### config.mk
export PLATFORM = sky130hd
export DESIGN_NAME = outbus_sampler
export DESIGN_NICKNAME = d
export VERILOG_FILES = /design/src/rtl/outbus_sampler.sv
export SDC_FILE = /design/constraint.sdc
export NUM_CORES = 1
export LEC_CHECK = 0
export ABC_AREA = 1
export CORE_MARGIN = 4
export CORE_UTILIZATION = 52
export CTS_CLUSTER_SIZE = 25
export DETAILED_ROUTE_END_ITERATION = 10
export MAX_ROUTING_LAYER = met4
export PLACE_DENSITY = 0.76
export SLEW_MARGIN = 5
export SYNTH_ARGS = -nofsm -noshare
export SYNTH_HDL_FRONTEND = slang
export SYNTH_SLANG_ARGS = --single-unit
export TNS_END_PERCENT = 5
### constraint.sdc
create_clock -name clk -period 1.9 [get_ports clk]
set_input_delay 0.19 -clock clk [delete_from_list [all_inputs] [get_ports clk]]
set_output_delay 0.19 -clock clk [all_outputs]
set_load 0.02 [all_outputs]
### src/rtl/outbus_sampler.sv
`default_nettype none
// ============================================================================
// Module   : outbus_sampler
// Purpose  : Change-capture stage for the 5-bit connector bus. Every bus change
//            is counted and queued in a FIFO drained through a valid/ready port.
//            Optional timestamps: define OUTBUS_SAMPLER_TSTAMP_EN.
// Revision : 1.0  initial release
// ============================================================================
module outbus_sampler #(
  parameter int DEPTH = 8,
  parameter int TS_W  = 8
) (
  input  logic             clk,
  input  logic             reset,
  input  logic [4:0]       inBus,
  input  logic             enable,
  input  logic             clear,
  output logic             out_valid,
  input  logic             out_ready,
  output logic [4:0]       out_data,
`ifdef OUTBUS_SAMPLER_TSTAMP_EN
  output logic [TS_W-1:0]  out_ts,
`endif
  output logic [15:0]      change_cnt,
  output logic             overflow
);

  localparam int c_PTR_W = $clog2(DEPTH);
  localparam int c_CNT_W = c_PTR_W + 1;
`ifdef OUTBUS_SAMPLER_TSTAMP_EN
  localparam int c_ENT_W = 5 + TS_W;
`else
  // TS_W contributes nothing here; the term keeps the parameter referenced.
  localparam int c_ENT_W = 5 + 0 * TS_W;
`endif
  localparam logic [c_CNT_W-1:0] c_FULL    = c_CNT_W'(DEPTH);
  localparam logic [15:0]        c_CNT_MAX = 16'hFFFF;

  logic [4:0]         r_prev;
  logic [c_PTR_W-1:0] r_wptr;
  logic [c_PTR_W-1:0] r_rptr;
  logic [c_CNT_W-1:0] r_count;
  logic [15:0]        r_chg_cnt;
  logic               r_ovf;
  logic [c_ENT_W-1:0] r_mem [DEPTH];

  logic               w_change;
  logic               w_pop;
  logic               w_space;
  logic               w_push;
  logic               w_drop;
  logic [c_ENT_W-1:0] w_entry;
  logic [c_ENT_W-1:0] w_head;

`ifdef OUTBUS_SAMPLER_TSTAMP_EN
  logic [TS_W-1:0] r_ts;

  // Free-running; deliberately unaffected by clear.
  always_ff @(posedge clk or negedge reset) begin
    if (!reset) r_ts <= '0;
    else        r_ts <= r_ts + TS_W'(1);
  end

  assign w_entry = {inBus, r_ts};
`else
  assign w_entry = inBus;
`endif

  // prev always tracks the bus so enabling detection never sees a stale value.
  always_ff @(posedge clk or negedge reset) begin
    if (!reset) r_prev <= '0;
    else        r_prev <= inBus;
  end

  assign w_change = enable && !clear && (inBus != r_prev);
  assign w_pop    = out_valid && out_ready && !clear;
  // Space is judged after this cycle's pop, so full + pop + push is accepted.
  assign w_space  = (r_count != c_FULL) || w_pop;
  assign w_push   = w_change && w_space;
  assign w_drop   = w_change && !w_space;

  always_ff @(posedge clk) begin
    if (w_push) r_mem[r_wptr] <= w_entry;
  end

  always_ff @(posedge clk or negedge reset) begin
    if (!reset) begin
      r_wptr  <= '0;
      r_rptr  <= '0;
      r_count <= '0;
    end else if (clear) begin
      r_wptr  <= '0;
      r_rptr  <= '0;
      r_count <= '0;
    end else begin
      if (w_push) r_wptr <= r_wptr + c_PTR_W'(1);
      if (w_pop)  r_rptr <= r_rptr + c_PTR_W'(1);
      case ({w_push, w_pop})
        2'b10:   r_count <= r_count + c_CNT_W'(1);
        2'b01:   r_count <= r_count - c_CNT_W'(1);
        default: r_count <= r_count;
      endcase
    end
  end

  always_ff @(posedge clk or negedge reset) begin
    if (!reset) begin
      r_chg_cnt <= '0;
      r_ovf     <= 1'b0;
    end else if (clear) begin
      r_chg_cnt <= '0;
      r_ovf     <= 1'b0;
    end else begin
      if (w_change && (r_chg_cnt != c_CNT_MAX)) r_chg_cnt <= r_chg_cnt + 16'd1;
      if (w_drop) r_ovf <= 1'b1;
    end
  end

  // Outputs depend only on registered state: no path from out_ready.
  assign w_head     = r_mem[r_rptr];
  assign out_valid  = (r_count != '0);
  assign out_data   = out_valid ? w_head[c_ENT_W-1 -: 5] : 5'd0;
`ifdef OUTBUS_SAMPLER_TSTAMP_EN
  assign out_ts     = out_valid ? w_head[TS_W-1:0] : '0;
`endif
  assign change_cnt = r_chg_cnt;
  assign overflow   = r_ovf;

endmodule
`default_nettype wire

# [Word-level counts from Yosys, hierarchy flattened]
# Memory sizes are Yosys's and may differ from the RTL's.
# Cells that the tools add are included.
[totals] n_memories=1 ff_bits=32 out_inout_bits=23 latch_bits=0 word_cells=46 mem_bits_ro=0 ramBits=40
[classes] div=0 n_eq_ne=5 n_addsub=5 n_reduce_logical=16 bitwise_logic=0 n_lt_le_gt_ge=0 muxes=13 n_shift=0 multipliers=0
[mem_list] name="r_mem" depth=8 width=5 rd=1 rd_clocked_by_memory_dff=0 write_ports=1 line_no="45" source="logic [c_ENT_W-1:0] r_mem [DEPTH];"
[op_table] op="$mux 16" n=2
[op_table] op="$add 16x1->16 const B" n=1
[op_table] op="$ne 16x16->1 const B" n=1
[op_table] op="$mux 3" n=4
[op_table] op="$pmux 4 s2" n=1
[op_table] op="$reduce_bool 2->1" n=4
[op_table] op="$logic_and 1x1->1" n=7
[op_table] op="$add 3x1->3 const B" n=2
[op_table] op="$mux 5" n=1
[op_table] op="$ne 5x5->1" n=1
[op_table] op="$add 4x1->4 const B" n=1
[op_table] op="$mux 1" n=4
[op_table] op="$mux 4" n=1
[op_table] op="$ne 4x4->1 const B" n=1
[op_table] op="$reduce_bool 4->1" n=1
[op_table] op="$sub 4x1->4 const B" n=1
[op_table] op="$reduce_bool 3->1" n=1
[op_table] op="$eq 2x1->1 const B" n=1
[op_table] op="$eq 2x2->1 const B" n=1
[op_table] op="$logic_not 1->1" n=2
[op_table] op="$logic_or 1x1->1" n=1

# [Longest topological paths before layout]
[logic_depth] depth_word=8 depth_mapped=19 ltp_nobuf=19

# [Worst setup path after synthesis]
# OpenSTA, ideal clock, no wires.
[synth_timing] kind="reg-to-reg" from="register r_count[1]" to="register r_count[3]" setup_slack_ps=-220 arrival_ps=2003 stages_incl_launch_ff=18 t_required_ps=1783 path_cell_list="dfrtp_1 > nor2_1 > nand2_2 > nand3_2 > inv_1 > nand2_2 > inv_1 > ha_1 > a21oi_1 > nand2_1 > nand2_1 > nand2_1 > inv_1 > nand2_1 > nand2_1 > inv_1 > nand2_1 > nand2_1"
[synth_between] elab_chain_cells=8 elab_cells_between_ends=13 classes_between="add/sub (2); eq/ne (3); mux (2); reduce/logical (6)"
[synth_lines] item="start, declared" line_no="42" source="logic [c_CNT_W-1:0] r_count;"
[synth_lines] item="start signal, assigned" line_no="99" source="2'b10: r_count <= r_count + c_CNT_W'(1);"
[synth_lines] item="start signal, assigned" line_no="100" source="2'b01: r_count <= r_count - c_CNT_W'(1);"
[synth_lines] item="start signal, assigned" line_no="101" source="default: r_count <= r_count;"
[synth_lines] item="$reduce_bool 4->1 *" line_no="121" source="assign out_valid = (r_count != '0);"
[synth_lines] item="named net out_valid" line_no="18" source="output logic out_valid,"
[synth_lines] item="$logic_and 1x1->1 * (2 in series)" line_no="76" source="assign w_pop = out_valid && out_ready && !clear;"
[synth_lines] item="$logic_or 1x1->1" line_no="78" source="assign w_space = (r_count != c_FULL) || w_pop;"
[synth_lines] item="$logic_and 1x1->1" line_no="79" source="assign w_push = w_change && w_space;"
[synth_lines] item="$eq 2x1->1 / $eq 2x2->1 (equally long branches)" line_no="98" source="case ({w_push, w_pop})"
[synth_lines] item="$pmux 4 s2" line_no="98"
[synth_lines] item="$mux 4" line_no="91" source="end else if (clear) begin"
# Mark *: on every way through the listed nets, which the timed path passes. The rest lies on a longest branch.
# A chain may end at the register's enable or synchronous reset.

# [Worst setup path after layout]
[layout_timing] from="input port inBus[1]" to="register r_count[3]"
[layout_between] elab_chain_cells=6 elab_cells_between_ends=8 classes_between="eq/ne (3); mux (2); reduce/logical (3)"
[layout_lines] item="start, declared" line_no="15" source="input logic [4:0] inBus,"
[layout_lines] item="$ne 5x5->1 *" line_no="75" source="assign w_change = enable && !clear && (inBus != r_prev);"
[layout_lines] item="$logic_and 1x1->1 *" line_no="75"
[layout_lines] item="$logic_and 1x1->1 *" line_no="79"
[layout_lines] item="$eq 2x1->1 / $eq 2x2->1 (equally long branches)" line_no="98"
[layout_lines] item="$pmux 4 s2" line_no="98"
[layout_lines] item="$mux 4" line_no="91"
# Every way passes the cells marked *; elsewhere a longest branch is shown, timed or not.

==> results.py <==
metrics = {
    "power_and_ir_drop": {
        "total_leakage_power_nw": 1.94,
        "p_per_area_nw_per_um2": 773,
        "power_mw": 3.54,
        "max-vdd-ir-drop_mv": 0.447,
    },
    "sta": {
        "fmax_mhz": 518,
        "skew_ns": 0.00821,
        "tightest_slew_ns": 0.430,
        "hold_viol": 0,
        "grt_setup_unrepaired": "true",
        "fin_crit_sh_pct": 102,
        "final_max_slew_viol_count": 0,
        "fin_ws_ns": -0.0298,
        "setup_tns_ns": -0.0308,
        "max_slew_margin_pct": 71.3,
        "hold_slack_ns": 0.0423,
        "setup_violations": 2,
        "min_period_ns": 1.93,
    },
    "drt": {
        "via_per_inst": 5.44,
        "drc": 0,
        "ant_nets": 0,
        "dr.pass1.iters": 4,
        "drtIter0Drc": 258,
        "wl_um": 8020,
        "routedWlPerCell_um": 15.1,
        "vias": 2881,
    },
    "critical_path": {
        "r2r_cells": 18,
        "worstSetupStartpointType": "input pin",
        "cp.arrival_ns": 2.17,
        "path_common_cell": "nand2_1",
        "path_depth": 20,
        "crit_chain": "clkdlybuf4s50_1 -> inv_1 -> nand2_1 -> nand2_1 -> nor2_1 -> nand3_2 -> nand2_2 -> nand2_4 -> inv_4 -> ha_4 -> a21oi_4 -> nand2_1 -> nand2_1 -> nand2_2 -> inv_1 -> nand2_1 -> nand2_1 -> inv_1 -> nand2_1 -> nand2_1",
        "cpLargestDelayFamily": "simple AND/OR/NAND/NOR gates",
        "r2r_start": "r_prev[0]",
        "critical_path.slowest_cell": "clkdlybuf4s50_1",
        "crit_type": "input pin to flop",
        "crit_buf_inv": 5,
        "timing.rr.end": "r_count[3]",
        "cp.required_ns": 2.14,
        "critPathMaxFanout": 4,
        "r2r_slack_ns": -0.03,
        "cp_slowest_stage_delay_ns": 0.52,
        "crit_path_end_kind": "flop",
    },
    "synth": {
        "synth_common_cells": "70 x nand2_1, 69 x nor2_1, 40 x edfxtp_1, 34 x inv_1, 32 x dfrtp_1",
        "ys_seq_area_share_pct": 56.7,
        "synth-main-ff-cell": "edfxtp_1",
        "ys.warnings.count": 0,
        "syn_inst": 375,
        "synth.net_count": 391,
        "synth.cell_area_sq_um": 3530,
        "synth.largest_area_cell": "edfxtp_1",
        "synthTopCellsByArea": "edfxtp_1 34%, dfrtp_1 23%, nand2_1 7.4%, nor2_1 7.3%, inv_1 3.6%",
        "synth_top_area_share_pct": 34.0,
        "yosysMostFrequentCell": "nand2_1",
        "async_flop_share_pct": 44.4,
        "netlist-cell-type-count": 33,
        "synth_edf_count": 40,
        "synth_seq_cells": 72,
        "synth_area_per_cell_sq_um": 9.42,
    },
    "cells_and_area": {
        "final_util_pct": 70.8,
        "layout-drive-gt1-share_pct": 22.5,
        "fin_area_sq_um": 4570,
        "final_cells": 530,
        "area_delta_synth_final_pct": 29.4,
        "diodes": 0,
        "fillerInstances": 514,
        "final_nets": 464,
    },
    "hold_path": {
        "hp-class": "input pin to flop",
        "min-delay-start": "inBus[2]",
        "holdPathEnd": "r_prev[2]",
        "hold_depth": 1,
    },
    "global_route": {
        "antenna_found_initial": 0,
        "grt_pass1_wl_um": 13300,
        "grt_usage_pct": 20.9,
        "grt_max_degree": 33,
        "grt-ovfl-total": 0,
        "first_global_vias": 2848,
    },
    "clock_network": {
        "cts_tree": "yes",
        "clk_latency_ns": 0.35,
        "holdBufCountCts": 0,
        "cts_buffers": 9,
        "numClockSinks": 72,
        "path_clk_slew_ns": 0.07,
        "h-tree-depth": 3,
        "clockBufferDepth": 2,
        "postCtsSetupRepairBufs": 0,
        "root_buffer": "clkbuf_8",
    },
    "placed_design": {
        "hpwlAfterDp_um": 5580,
        "place_area_sq_um": 4270,
        "gp_congestion": 0.913,
        "io_buffers": 32,
        "preCtsSetupSlack_ns": -0.471,
        "placed_cells": 514,
    },
    "outcome": {
        "outcome": "complete, but fails checks",
        "failed_checks": "setup timing",
    },
    "floorplan": {
        "rows": 29,
        "die_y_um": 90.4,
        "die_w_um": 90.4,
        "fp.coreArea_sq_um": 6460,
        "dieArea_sq_um": 8180,
        "ios": 33,
        "start_util_pct": 54.7,
    },
    "job": {
        "drv_cap": 0,
    },
}
registers in the layout, indices dropped and copies added, names as in the netlist:
register,flops
r_mem,40
change_cnt,16
r_prev,5
r_count,4
r_rptr,3
r_wptr,3
overflow,1
how the worst max path moves through the flow:
stage / start / end
2_1_floorplan: r_count[0] / r_count[3]
3_3_place_gp: inBus[3] / r_count[3]
3_5_place_dp: inBus[3] / r_count[3]
4_1_cts: r_rptr[0] / out_data[4]
5_1_grt: r_prev[3] / r_count[3]
6_report: inBus[1] / r_count[3]
layer usage:
metal	track usage, %	vias up	wire length, um
met4	6.76	0	131
met1	27.2	1385	3630
met2	32.9	73	3910
met3	4.42	12	341
met5	-	-	0
li1	-	1411	-
kinds of logic after synthesis:
family / Yosys count / synth area share [%]
and+or+nand+nor: 193 / 24.2
DFF: 72 / 56.7
adders and majority gates: 6 / 2.34
AOI/OAI and AO/OA: 46 / 8.64
buffers and inverters: 47 / 5.42
xor gates and xnor gates: 11 / 2.73
cells in the final DEF (no fill, tap or decap), types with 3 or more instances in the layout:
master and instances:
clkbuf_8 9, nor4_1 3, o32ai_2 7, nand3_1 23, nand2_1 68, nand2_4 3
o21ai_2 4, nand2_2 5, ha_1 4, xor2_1 10, o21ai_1 6, o32ai_1 3
o31ai_1 6, nor2_1 65, clkdlybuf4s50_1 24, dfrtp_1 32, buf_4 41, edfxtp_1 40
inv_1 31, nor2_2 4, nor3_1 3, nand3_2 5, o21ai_0 17, nand4_1 8
where the power goes:
group / switching [mW] / internal [mW]
Combinational: 0.304 / 0.217
Sequential: 0.0231 / 1.69
Clock: 0.569 / 0.733
what timing repair did:
action / CTS / global route
pin swaps: 1 / 7
gates resized for setup: 27 / 26
endpoints found under the setup margin: 38 / 47
layout make-up:
cell class / instances / area (sq um) / share of cell area, %
clock inverter: 6 / 83.8 / 1.83
tap: 77 / 96.3 / 2.11
timing repair buffer: 74 / 661 / 14.4
sequential: 72 / 2000 / 43.8
multi-input combinational: 256 / 1470 / 32.1
inverter: 35 / 136 / 2.98
clock buffer: 10 / 128 / 2.79
No activity file was read; power rests on OpenSTA's default activity.
==> variant (config.mk and constraints unchanged) <==
`DEPTH`: 8 -> 16.
--- a/src/rtl/outbus_sampler.sv
+++ b/src/rtl/outbus_sampler.sv
@@ -8,5 +8,5 @@
 // ============================================================================
 module outbus_sampler #(
-  parameter int DEPTH = 8,
+  parameter int DEPTH = 16,
   parameter int TS_W  = 8
 ) (
Formal check against the unedited RTL: not equivalent (Yosys sat finds a counterexample within 10 cycles, from zero or initial values and one cycle with reset low).
==> variant against the original RTL <==
- the flow still finishes with violations (negative setup slack)
- wire length rose by 63%
- clock power increased by 140%
- final area rose by 56%
- area after synthesis is 52% higher
- synthesized cell count rose by 38%
- register-to-register slack lost 0.13 ns
- cell count is 45% higher
- worst setup slack worse by 0.34 ns
- power up 120%
- sequential cell count increased by 43
- clock skew up 0.0045 ns
- critical path type is now reg2out
==> variant: results (changes against the original RTL) <==
Worst Skew 0.0127 ns (was 0.00821 ns); Pre-antenna DRT Iters 7 (was 4); comb_multi_in 346 (was 256); crit-path max FO 12 (was 4); CTS Buf Count 17 (was 9); Placed Area 6350 µm² (was 4270 µm²); vias 4174 (was 2881); # setup viols final 11 (was 2); Post-synth ARST share 0.304 (was 0.444); final wirelength 13.0 mm (was 8.02 mm); status finished, violations left (unchanged); failing checks negative setup slack (unchanged); synth unique cells 36 (was 33); r2r setup slk -0.16 ns (was -0.03 ns); area of the multi-input gates 1990 µm² (was 1470 µm²); PnR worst setup slack -0.373 ns (was -0.0298 ns); relative slew slack 0.692 (was 0.713); CP peak stage delay 0.47 ns (was 0.52 ns); Post-Syn Nets 538 (was 391); M1 GR Usage 0.289 (was 0.272); largest net degree at the start of global routing 36 (was 33); highest-delay cell along the critical path dfrtp_2 (was clkdlybuf4s50_1); GRT met2 Usage 0.391 (was 0.329); FILL cells 674 (was 514); vias per inst 5.45 (was 5.44); Die X-Extent 110 µm (was 90.4 µm)
variant: stage by stage:
step	setup TNS, ns	total power, mW
finish	-1.79	7.64
detailed placement	-31.05	4.28
global route	-7.87	7.93
floorplan	0	3.65
CTS	-2.56	7.54
global placement	-25.58	4.25
variant: final timing paths:
check,from,to,depth (start not counted)
worst min-delay path,reset,change_cnt[12],2
min in group clk,inBus[2],r_prev[2],2
max in group asynchronous,reset,r_rptr[0],2
worst max-delay path,r_rptr[0],out_data[1],8
worst min register to register,r_rptr[3],r_rptr[3],1
worst max register to register,r_prev[2],r_count[4],14
variant: cells by family after synthesis:
group                      after synthesis  share of synthesized area
muxes                                   10                     0.0187
and+or+nand+nor                        228                      0.183
buffers and inverters                   57                     0.0452
adders and majority gates               10                     0.0247
xor gates and xnor gates                18                     0.0294
AOI/OAI and AO/OA                       80                     0.0879
DFF                                    115                      0.611
